$ cat src/rtl/load_store_unit.sv
// load_store_unit
// Multi-cycle load/store initiator between the core execute stage and a
// synchronous 32-bit word RAM. One request is handled at a time. Byte and
// halfword stores are performed as read-modify-write.
//
// Ports:
//   clk, rst       clock (rising edge), asynchronous active-high reset
//   req            request strobe, sampled only while idle
//   we             1 = store, 0 = load
//   funct3         size/sign: 000 B, 001 H, 010 W, 100 BU, 101 HU
//   addr           byte address (bits above ADDR_W+1 ignored)
//   wdata          store data (low byte/half used for B/H)
//   busy           high whenever an access is in progress
//   done           one-cycle completion pulse
//   err            valid with done: misaligned or illegal funct3
//   rdata          extended load result, held until the next load completes
//   mem_address    RAM word address
//   mem_data       RAM write data
//   mem_rden       RAM read enable
//   mem_wren       RAM write enable
//   mem_q          RAM read data, valid the cycle after mem_rden is sampled
module load_store_unit #(
  parameter int ADDR_W = 10
) (
  input  logic              clk,
  input  logic              rst,
  input  logic              req,
  input  logic              we,
  input  logic [2:0]        funct3,
  input  logic [31:0]       addr,
  input  logic [31:0]       wdata,
  output logic              busy,
  output logic              done,
  output logic              err,
  output logic [31:0]       rdata,
  output logic [ADDR_W-1:0] mem_address,
  output logic [31:0]       mem_data,
  output logic              mem_rden,
  output logic              mem_wren,
  input  logic [31:0]       mem_q
);

  typedef enum logic [2:0] {
    S_IDLE = 3'd0,
    S_RD   = 3'd1,
    S_CAP  = 3'd2,
    S_WR   = 3'd3,
    S_DONE = 3'd4
  } state_t;

  state_t              state;
  state_t              state_next;
  logic                op_we;
  logic [2:0]          op_funct3;
  logic [ADDR_W+1:0]   op_addr;
  logic [31:0]         op_wdata;
  logic [31:0]         merge;
  logic                err_flag;
  logic                req_error;

  // Upper address bits wrap within the RAM and are deliberately dropped.
  logic unused_addr_hi;
  assign unused_addr_hi = ^addr[31:ADDR_W+2];

  // Illegal size/sign code or misaligned address for the requested size.
  function automatic logic access_error(input logic is_store, input logic [2:0] f3,
                                        input logic [1:0] lo);
    logic e;
    case (f3)
      3'b000:  e = 1'b0;
      3'b001:  e = lo[0];
      3'b010:  e = (lo != 2'b00);
      3'b100:  e = is_store;
      3'b101:  e = is_store | lo[0];
      default: e = 1'b1;
    endcase
    return e;
  endfunction

  // Select the addressed lane of a RAM word and sign/zero extend it.
  function automatic logic [31:0] load_extend(input logic [31:0] q, input logic [2:0] f3,
                                              input logic [1:0] lo);
    logic [7:0]  b;
    logic [15:0] h;
    logic [31:0] r;
    case (lo)
      2'd0:    b = q[7:0];
      2'd1:    b = q[15:8];
      2'd2:    b = q[23:16];
      2'd3:    b = q[31:24];
      default: b = 8'd0;
    endcase
    h = lo[1] ? q[31:16] : q[15:0];
    case (f3)
      3'b000:  r = {{24{b[7]}}, b};
      3'b100:  r = {24'd0, b};
      3'b001:  r = {{16{h[15]}}, h};
      3'b101:  r = {16'd0, h};
      default: r = q;
    endcase
    return r;
  endfunction

  // Replace the addressed byte/half of the old RAM word with store data.
  function automatic logic [31:0] store_merge(input logic [31:0] q, input logic [31:0] wd,
                                              input logic [2:0] f3, input logic [1:0] lo);
    logic [31:0] r;
    if (f3 == 3'b001) begin
      r = lo[1] ? {wd[15:0], q[15:0]} : {q[31:16], wd[15:0]};
    end else begin
      case (lo)
        2'd0:    r = {q[31:8], wd[7:0]};
        2'd1:    r = {q[31:16], wd[7:0], q[7:0]};
        2'd2:    r = {q[31:24], wd[7:0], q[15:0]};
        2'd3:    r = {wd[7:0], q[23:0]};
        default: r = q;
      endcase
    end
    return r;
  endfunction

  assign req_error = access_error(we, funct3, addr[1:0]);

  // State register.
  always_ff @(posedge clk or posedge rst) begin
    if (rst) begin
      state <= S_IDLE;
    end else begin
      state <= state_next;
    end
  end

  // Next-state decode; word stores skip the read phase, errors skip the RAM.
  always_comb begin
    state_next = state;
    case (state)
      S_IDLE: begin
        if (req) begin
          if (req_error) begin
            state_next = S_DONE;
          end else if (we && (funct3 == 3'b010)) begin
            state_next = S_WR;
          end else begin
            state_next = S_RD;
          end
        end else begin
          state_next = S_IDLE;
        end
      end
      S_RD:    state_next = S_CAP;
      S_CAP:   state_next = op_we ? S_WR : S_DONE;
      S_WR:    state_next = S_DONE;
      S_DONE:  state_next = S_IDLE;
      default: state_next = S_IDLE;
    endcase
  end

  // Operand latch on acceptance, load result and merge word capture in CAP.
  always_ff @(posedge clk or posedge rst) begin
    if (rst) begin
      op_we     <= 1'b0;
      op_funct3 <= 3'd0;
      op_addr   <= '0;
      op_wdata  <= 32'd0;
      err_flag  <= 1'b0;
      merge     <= 32'd0;
      rdata     <= 32'd0;
    end else begin
      if ((state == S_IDLE) && req) begin
        op_we     <= we;
        op_funct3 <= funct3;
        op_addr   <= addr[ADDR_W+1:0];
        op_wdata  <= wdata;
        err_flag  <= req_error;
      end
      if (state == S_CAP) begin
        if (op_we) begin
          merge <= store_merge(mem_q, op_wdata, op_funct3, op_addr[1:0]);
        end else begin
          rdata <= load_extend(mem_q, op_funct3, op_addr[1:0]);
        end
      end
    end
  end

  // Outputs decode from the state register and latched operands only.
  always_comb begin
    busy        = (state != S_IDLE);
    done        = (state == S_DONE);
    err         = (state == S_DONE) & err_flag;
    mem_rden    = (state == S_RD);
    mem_wren    = (state == S_WR);
    mem_address = op_addr[ADDR_W+1:2];
    if (state == S_WR) begin
      mem_data = (op_funct3 == 3'b010) ? op_wdata : merge;
    end else begin
      mem_data = 32'd0;
    end
  end

endmodule
$ cat config.mk
export PLATFORM = sky130hd
export DESIGN_NAME = load_store_unit
export DESIGN_NICKNAME = d
export VERILOG_FILES = /design/src/rtl/load_store_unit.sv
export SDC_FILE = /design/constraint.sdc
export NUM_CORES = 1
export LEC_CHECK = 0
export ABC_AREA = 1
export CORE_MARGIN = 2
export CORE_UTILIZATION = 49
export DETAILED_ROUTE_END_ITERATION = 12
export PLACE_DENSITY = 0.81
export SLEW_MARGIN = 20
export SYNTH_ARGS = -nofsm -noshare
export SYNTH_HDL_FRONTEND = slang
export SYNTH_SLANG_ARGS = --single-unit
$ cat constraint.sdc
create_clock -name clk -period 5.25 [get_ports clk]
set_input_delay 1.3125 -clock clk [delete_from_list [all_inputs] [get_ports clk]]
set_output_delay 1.3125 -clock clk [all_outputs]
set_load 0.1 [all_outputs]
# Word level (Yosys, flattened, before mapping)
# Cells that the tools add are included.
# totals
ff_bits	116
rom_bits	0
out_inout_bits	79
latch_bits	0
in_bits	103
n_memories	0
ram_bits	0
word_cells	50
# op_classes
div_mod_pow	0
eq_ne	15
addsub	0
n_shift	0
bitwise_logic	3
reduce_logical	10
muxes	14
order_cmp	0
multipliers	0
# op_table
cell	n
32-bit case mux with 4 select lines	2
32-bit two-way mux	4
8-bit case mux with 4 select lines	1
16-bit two-way mux	1
3-bit == test (second input constant)	5
3-bit by 2-bit == test with 1-bit output (second input constant)	4
3-bit case mux with 4 select lines	1
3-bit by 1-bit == test with 1-bit output (second input constant)	3
3-bit logical NOT	3
3-bit two-way mux	3
1-bit case mux with 5 select lines	1
2-bit == test (second input constant)	2
2-bit AND reduction	2
3-bit nonzero test	1
2-bit by 1-bit == test with 1-bit output (second input constant)	1
1-bit logical AND	2
2-bit logical NOT	1
2-bit two-way mux	1
2-bit nonzero test	1
1-bit bitwise AND	1
1-bit inverter	1
1-bit bitwise OR	1

# Longest topological paths before layout
# Gate-level depths: netlist of the first run.
# logic_depth
depth_word	6
depth_mapped	11

# Least setup slack after synthesis of the first run
# OpenSTA, ideal clock, no wires.
# synth_timing
kind	reg-to-output
from	register state[1]
to	output port err
path_buffers	1
path_stages_with_launch	3
t_required_ns	3.938
slack_ns	0.493
t_arrival_ns	3.445
path_cell_list	dfrtp_1 -> buf_2 -> nor4_1
# synth_between
elab_chain_len	2
# synth_rtl
item	line_no	text
from (decl)	51	state_t state;
from (signal assigned)	129	state <= state_next;
3-bit == test	190	err = (state == S_DONE) & err_flag;
1-bit bitwise AND	190	
to (decl)	34	output logic err,
# Every way passes these cells.

# Worst setup path after layout of the first run
# layout_timing
from	register state[1]
to	output port mem_wren
# layout_between
elab_chain_len	1
# layout_rtl
item	line_no	text
3-bit by 2-bit == test with 1-bit output	192	mem_wren = (state == S_WR);
to (decl)	39	output logic mem_wren,
# Every way passes these cells.

==> results.ini, run 1 <==
[clock_tree]
postCtsSetupBuffers = 0
cts_max_path_buffers = 2
cts_resized = 0
cts.sinks = 116
numCtsBuffers = 17
htree_levels = 4
clk_latency_ps = 420
postCtsHoldBufs = 0
clockRootBuffer = clkbuf_16
clkTransAtPathRegs_ps = 50
cts_tree = done

[placement]
dp_hpwl_mm = 13.4
postPlaceCellArea_um2 = 8080
port_buffers = 161
placedCellCount = 1163
preCtsSetupSlack_ps = 1760
gp_congestion = 0.901

[synthesis]
ys.flop_type = dfrtp_1
synth_nets = 993
yosys-mux-area-fraction_pct = 0
synth_simple_gate_area_share_pct = 21.0
ys_ff_latch = 116
synth-xor-area-share_pct = 0
synthArstFlopShare_pct = 100
synth_cells = 890
netlist_area_um2 = 6690
synthAdderAreaFrac_pct = 0
syn_area_per_cell_um2 = 7.51
synth_top_family_by_area = compound AO/OA/AOI/OAI gates
synth_enable_flop_cells = 0
synth_cell_types = 36
synth.yosys.seq_area_share_pct = 43.4
ys_warn_count = 0
synth_compound_area_share_pct = 23.3

[floorplan]
die_y_um = 121
io_pins = 182
initial_utilization_pct = 50.3
dieArea_um2 = 14600
core-area_um2 = 13300
num_rows = 42
die_w_um = 121

[power]
power_frac_comb_pct = 55.5
internal_power_w = 0.00307
clockPowerShare_pct = 18.9
switching_power_w = 0.00345
netSwitchingFraction_pct = 52.9
powerDensity_nw_per_um2 = 748
p_leak_nw = 4.07
seqPwrFrac_pct = 25.6
ir_drop_uv = 565
total_power_w = 0.00652

[sta]
skew_ps = 8.22
clock.fmax_ghz = 0.251
rsz0062_at_grt = no
slew-limit-headroom_pct = 32.0
finalCritPeriodShare_pct = 75.9
finalHoldViolCount = 0
final_max_slew_viol_count = 0
setup_tns_ps = 0
min_period_ps = 3980
tightest_slew_ps = 1020
finalSetupViolCount = 0
timing.final.ws_setup_ps = 1270

[setup_path]
worst_ep_required_time_ps = 3940
cp-start-kind = flip-flop
arrival_ps = 2670
path_max_fanout = 33
path_class = flip-flop to output port
critPathCaptureType = output port

[finish]
drive_gt1_share_pct = 11.3
fin_area_um2 = 8720
antenna_cells = 0
area_growth_syn_to_layout_pct = 30.5
final_cell_count_no_fill = 1195
fin_nets = 1109

[global_routing]
track_usage_pct = 27.7
grt_max_degree = 71
grt_pass1_wl_mm = 31.3
antenna_found_initial = 0
grt_overflow = 0
grt_pass1_vias = 6161

[routing]
drt-met1-wl_mm = 8.38
routed.top_layer = met4
route.detailed.drc = 0
first_iter_violations = 814
wl_met3_mm = 2.06
wirelength_mm = 19.9
wl_per_cell_um = 16.7
drt-pass1-iter-count = 7
postRouteAntennaNets = 0
vias_per_cell = 5.56
num_vias = 6644
routed-wl-met2_mm = 8.90

[min_path]
hp-class = flip-flop to flip-flop

[run_status]
status = finished clean

[job]
maxCapViolations = 0

==> power by group through the flow <==
stage | combinational (W) | clock, W | sequential [W]
finish | 0.00362 | 0.00123 | 0.00167
global route | 0.00387 | 0.00128 | 0.00172
global placement | 0.00353 | 0 | 0.00165
floorplan | 0.00209 | 0 | 0.00243
CTS | 0.00360 | 0.00124 | 0.00166
detailed placement | 0.00359 | 0 | 0.00166
==> registers in the layout, summed over array words and instances (netlist names) <==
name and flops:
op_addr 12, merge 32, rdata 32, state 3
op_we 1, op_wdata 32, err_flag 1, op_funct3 3
==> cells in the final DEF (no fill, tap or decap), drive strengths merged <==
master,Yosys,routed
nor4,1,1
bufinv,0,4
clkinv,0,2
inv,103,103
buf,56,40
o21ai,124,124
or2,16,16
clkdlybuf4s50,0,129
dfrtp,116,116
a211oi,17,17
a21oi,71,71
nor3,2,2
o2111ai,1,1
o22ai,25,25
clkinvlp,0,6
nor2,33,33
o211ai,32,32
o21bai,1,1
clkbuf,16,20
a31oi,6,6
nand4,5,5
nand3,28,28
nand2,237,237
==> area by class of cell <==
| class | instances | area, um2 |
|---|---|---|
| fillers | 1153 | 4570 |
| multi-input cells | 599 | 2980 |
| flip-flops and latches | 116 | 2900 |
| repair buffers | 169 | 1590 |
| clock buffers | 20 | 457 |
| inverters | 103 | 394 |
| well taps | 176 | 220 |
| clock inverters | 12 | 179 |
==> critical path, cell delays in order, from the launching register on <==
cell and delay (ps):
dfrtp_1 490, nand3_1 160, inv_1 80, buf_4 310, clkdlybuf4s50_1 1200
==> Yosys cell counts (3+ instances only) <==
library cell | number | area share [%]
dfrtp_1 | 116 | 43
nand4_1 | 4 | 0.37
buf_4 | 17 | 1.9
buf_2 | 28 | 2.1
a21oi_1 | 71 | 5.3
nand2_1 | 233 | 13
o21ai_0 | 111 | 8.3
a211oi_1 | 17 | 1.9
clkbuf_1 | 14 | 0.79
inv_1 | 92 | 5.2
nand2_2 | 3 | 0.28
a31oi_1 | 6 | 0.56
o211ai_1 | 32 | 3.6
buf_6 | 8 | 1.3
buf_1 | 3 | 0.17
or2_2 | 14 | 1.3
o21ai_1 | 12 | 0.90
o22ai_1 | 25 | 2.3
inv_2 | 10 | 0.56
nand3_2 | 4 | 0.60
nand3_1 | 22 | 1.6
nor2_1 | 29 | 1.6
==> final timing paths <==
path	end	startpoint	cells after the start	slack, ps
worst max register to register	merge[26]$_DFFE_PP0P_	op_funct3[1]$_DFFE_PP0P_	7	2790
max in group asynchronous	op_wdata[1]$_DFFE_PP0P_	rst	3	2910
worst min register to register	op_wdata[21]$_DFFE_PP0P_	op_wdata[21]$_DFFE_PP0P_	2	470
worst max-delay path	mem_wren	state[1]$_DFF_PP0_	4	1270
worst min-delay path	op_wdata[21]$_DFFE_PP0P_	op_wdata[21]$_DFFE_PP0P_	2	470
min in group asynchronous	op_addr[10]$_DFFE_PP0P_	rst	2	1440
==> layer usage <==
layer	vias up	global-route usage [%]
met4	0	11.0
li1	3161	-
met1	3082	38.3
met5	-	0
met2	352	41.0
met3	49	8.11
==> cells by family after synthesis <==
group | after synthesis
AND/OR/NAND/NOR | 322
AO/OA/AOI/OAI | 277
flip-flops | 116
buffers and inverters | 175
==> per-stage QoR <==
| step | hold slack [ps] | util [%] |
|---|---|---|
| 2_1_floorplan | 444 | - |
| 3_3_place_gp | 457 | 60.7 |
| 3_5_place_dp | 460 | 60.7 |
| 4_1_cts | 475 | 65.5 |
| 5_1_grt | 491 | 65.6 |
| 6_report | 472 | 65.6 |
No activity file was read; power rests on OpenSTA's default activity.
==> inputs of run 2 (changes only) <==
Clock period 5.25 ns to 3.8 ns, I/O delays scaled along.
==> run 2 against run 1 <==
Total power rose by 36%. Clock-buffer cell count rose by 5. Register-to-register slack got worse by 1500 ps. Die area did not move. Non-clock buffer count rose by 4. Design area rose by 4.1%. Largest cell class unchanged. Sequential share of layout area fell by 1.3 points. Sequential power rose by 38%. Via count rose by 0.38%. Sequential cell count did not move. First-iteration DRC count fell by 20%. Clock power rose by 21%.
==> results.ini, run 2 (same netlist as run 1, synthesis figures left out) <==
[clock_tree]
cts.sinks = 116  ; unchanged
clockRootBuffer = clkbuf_16
postCtsSetupBuffers = 0  ; unchanged
numCtsBuffers = 17  ; unchanged
cts_resized = 0  ; unchanged
htree_levels = 4  ; unchanged
cts_tree = done
clk_latency_ps = 420  ; about the same
cts_max_path_buffers = 2  ; unchanged
postCtsHoldBufs = 0  ; unchanged
clkTransAtPathRegs_ps = 50  ; about the same

[routing]
route.detailed.drc = 0  ; unchanged
first_iter_violations = 651  ; -20%
vias_per_cell = 5.57  ; +0.21%
wirelength_mm = 20.1  ; +0.70%
drt-pass1-iter-count = 5  ; -2
num_vias = 6669  ; +0.38%
wl_per_cell_um = 16.8  ; +0.53%
postRouteAntennaNets = 0  ; unchanged

[finish]
mostFrequentLayoutCells = nand2_1, clkdlybuf4s50_1, dfrtp_1
final_cell_count_no_fill = 1197  ; +0.17%
area_growth_syn_to_layout_pct = 35.8
fin_area_um2 = 9080  ; +4.1%
top_regs = merge x32, op_wdata x32, rdata x32
layout_commonest_cell = nand2_1
drive_gt1_share_pct = 12.0  ; +0.76 points
fin_nets = 1113  ; +0.36%
antenna_cells = 0  ; unchanged

[run_status]
status = finished clean

[sta]
final_max_slew_viol_count = 0  ; unchanged
slew-limit-headroom_pct = 32.1  ; +0.17 points
finalHoldViolCount = 0  ; unchanged
clock.fmax_ghz = 0.297
rsz0062_at_grt = no
finalCritPeriodShare_pct = 88.7
setup_tns_ps = 0  ; unchanged
tightest_slew_ps = 1010  ; -2.56 ps
skew_ps = 6.31  ; -1.91 ps
finalSetupViolCount = 0  ; unchanged
min_period_ps = 3370

[global_routing]
grtUsageMet1_pct = 38.0  ; -0.34 points
antenna_found_initial = 0  ; unchanged
grt_max_degree = 117  ; +65%
grt_overflow = 0  ; unchanged
grt_busiest_layer = met2
track_usage_pct = 28.0  ; +0.26 points
gr-usage-met3_pct = 7.78  ; -0.33 points
grt_util_met2_pct = 42.4  ; +1.4 points
grt_pass1_vias = 6139  ; -0.36%
grt_pass1_wl_mm = 31.6  ; +0.99%

[placement]
gp_congestion = 0.922  ; +2.3%
port_buffers = 161  ; unchanged
dp_hpwl_mm = 13.6  ; +1.8%
placedCellCount = 1166  ; +0.26%
postPlaceCellArea_um2 = 8510  ; +5.3%

[setup_path]
path_class = flip-flop to output port
path_max_fanout = 23  ; -30%
worst_ep_required_time_ps = 2850  ; -1090 ps
critPathCaptureType = output port
arrival_ps = 2420  ; -250 ps
cp-start-kind = flip-flop

[power]
p_leak_nw = 4.19  ; +3.0%
powerDensity_nw_per_um2 = 977  ; +31%
ir_drop_uv = 845  ; +50%

[floorplan]
die_w_um = 121  ; unchanged
dieArea_um2 = 14600  ; unchanged
num_rows = 42  ; unchanged
io_pins = 182  ; unchanged
die_y_um = 121  ; unchanged
core-area_um2 = 13300  ; unchanged
initial_utilization_pct = 50.3  ; unchanged

[min_path]
hp-class = flip-flop to flip-flop

[job]
maxCapViolations = 0  ; unchanged

[run 2: routing by layer]
layer / up-vias / share of wire (%)
met3: 43 / 11
li1: 3178 / -
met1: 3099 / 42
met2: 349 / 45
met5: - / 0
met4: 0 / 3.0
[run 2: path summary, 6_finish.rpt]
path | startpoint | to | slack [ps] | cells after the start
worst min-delay path | op_wdata[19]$_DFFE_PP0P_ | op_wdata[19]$_DFFE_PP0P_ | 470 | 2
worst min register to register | op_wdata[19]$_DFFE_PP0P_ | op_wdata[19]$_DFFE_PP0P_ | 470 | 2
worst max-delay path | op_funct3[0]$_DFFE_PP0P_ | mem_data[13] | 430 | 6
min in group asynchronous | rst | op_wdata[14]$_DFFE_PP0P_ | 1040 | 3
worst max register to register | op_funct3[1]$_DFFE_PP0P_ | merge[24]$_DFFE_PP0P_ | 1280 | 7
max in group asynchronous | rst | op_addr[1]$_DFFE_PP0P_ | 2230 | 3
[run 2: per-stage QoR]
stage	hold slack [ps]	total power [W]	setup slack, ps	util [%]
3_3_place_gp	458	0.00721	965	64.0
3_5_place_dp	460	0.00731	929	64.0
4_1_cts	475	0.00884	467	68.1
6_report	472	0.00887	429	68.3
2_1_floorplan	444	0.00625	33.9	-
5_1_grt	486	0.00938	315	68.3
[run 2: where the power goes]
group	internal [W]	switching [W]
Clock	0.000954	0.000541
Combinational	0.00132	0.00376
Sequential	0.00185	0.000451
Total	0.00412	0.00475
[run 2: worst max-delay path: stages, from the launching register on]
cell,delay [ps]
dfrtp_1,660
inv_2,130
nand3_2,290
buf_4,310
o21ai_0,120
a21oi_1,260
buf_12,220
[run 2: final cells by class]
class / instances / area (um2)
clock inverter: 5 / 50.0
fill: 1070 / 4220
timing repair buffer: 173 / 2040
clock buffer: 25 / 495
inverter: 103 / 395
sequential: 116 / 2900
multi-input combinational: 599 / 2970
tap: 176 / 220
==> inputs of run 3 (changes only) <==
Settings changed: HOLD_SLACK_MARGIN set to 0.12.
==> results of run 3 <==
Same layout as run 2: the final DEF is identical, and so are final timing and power.
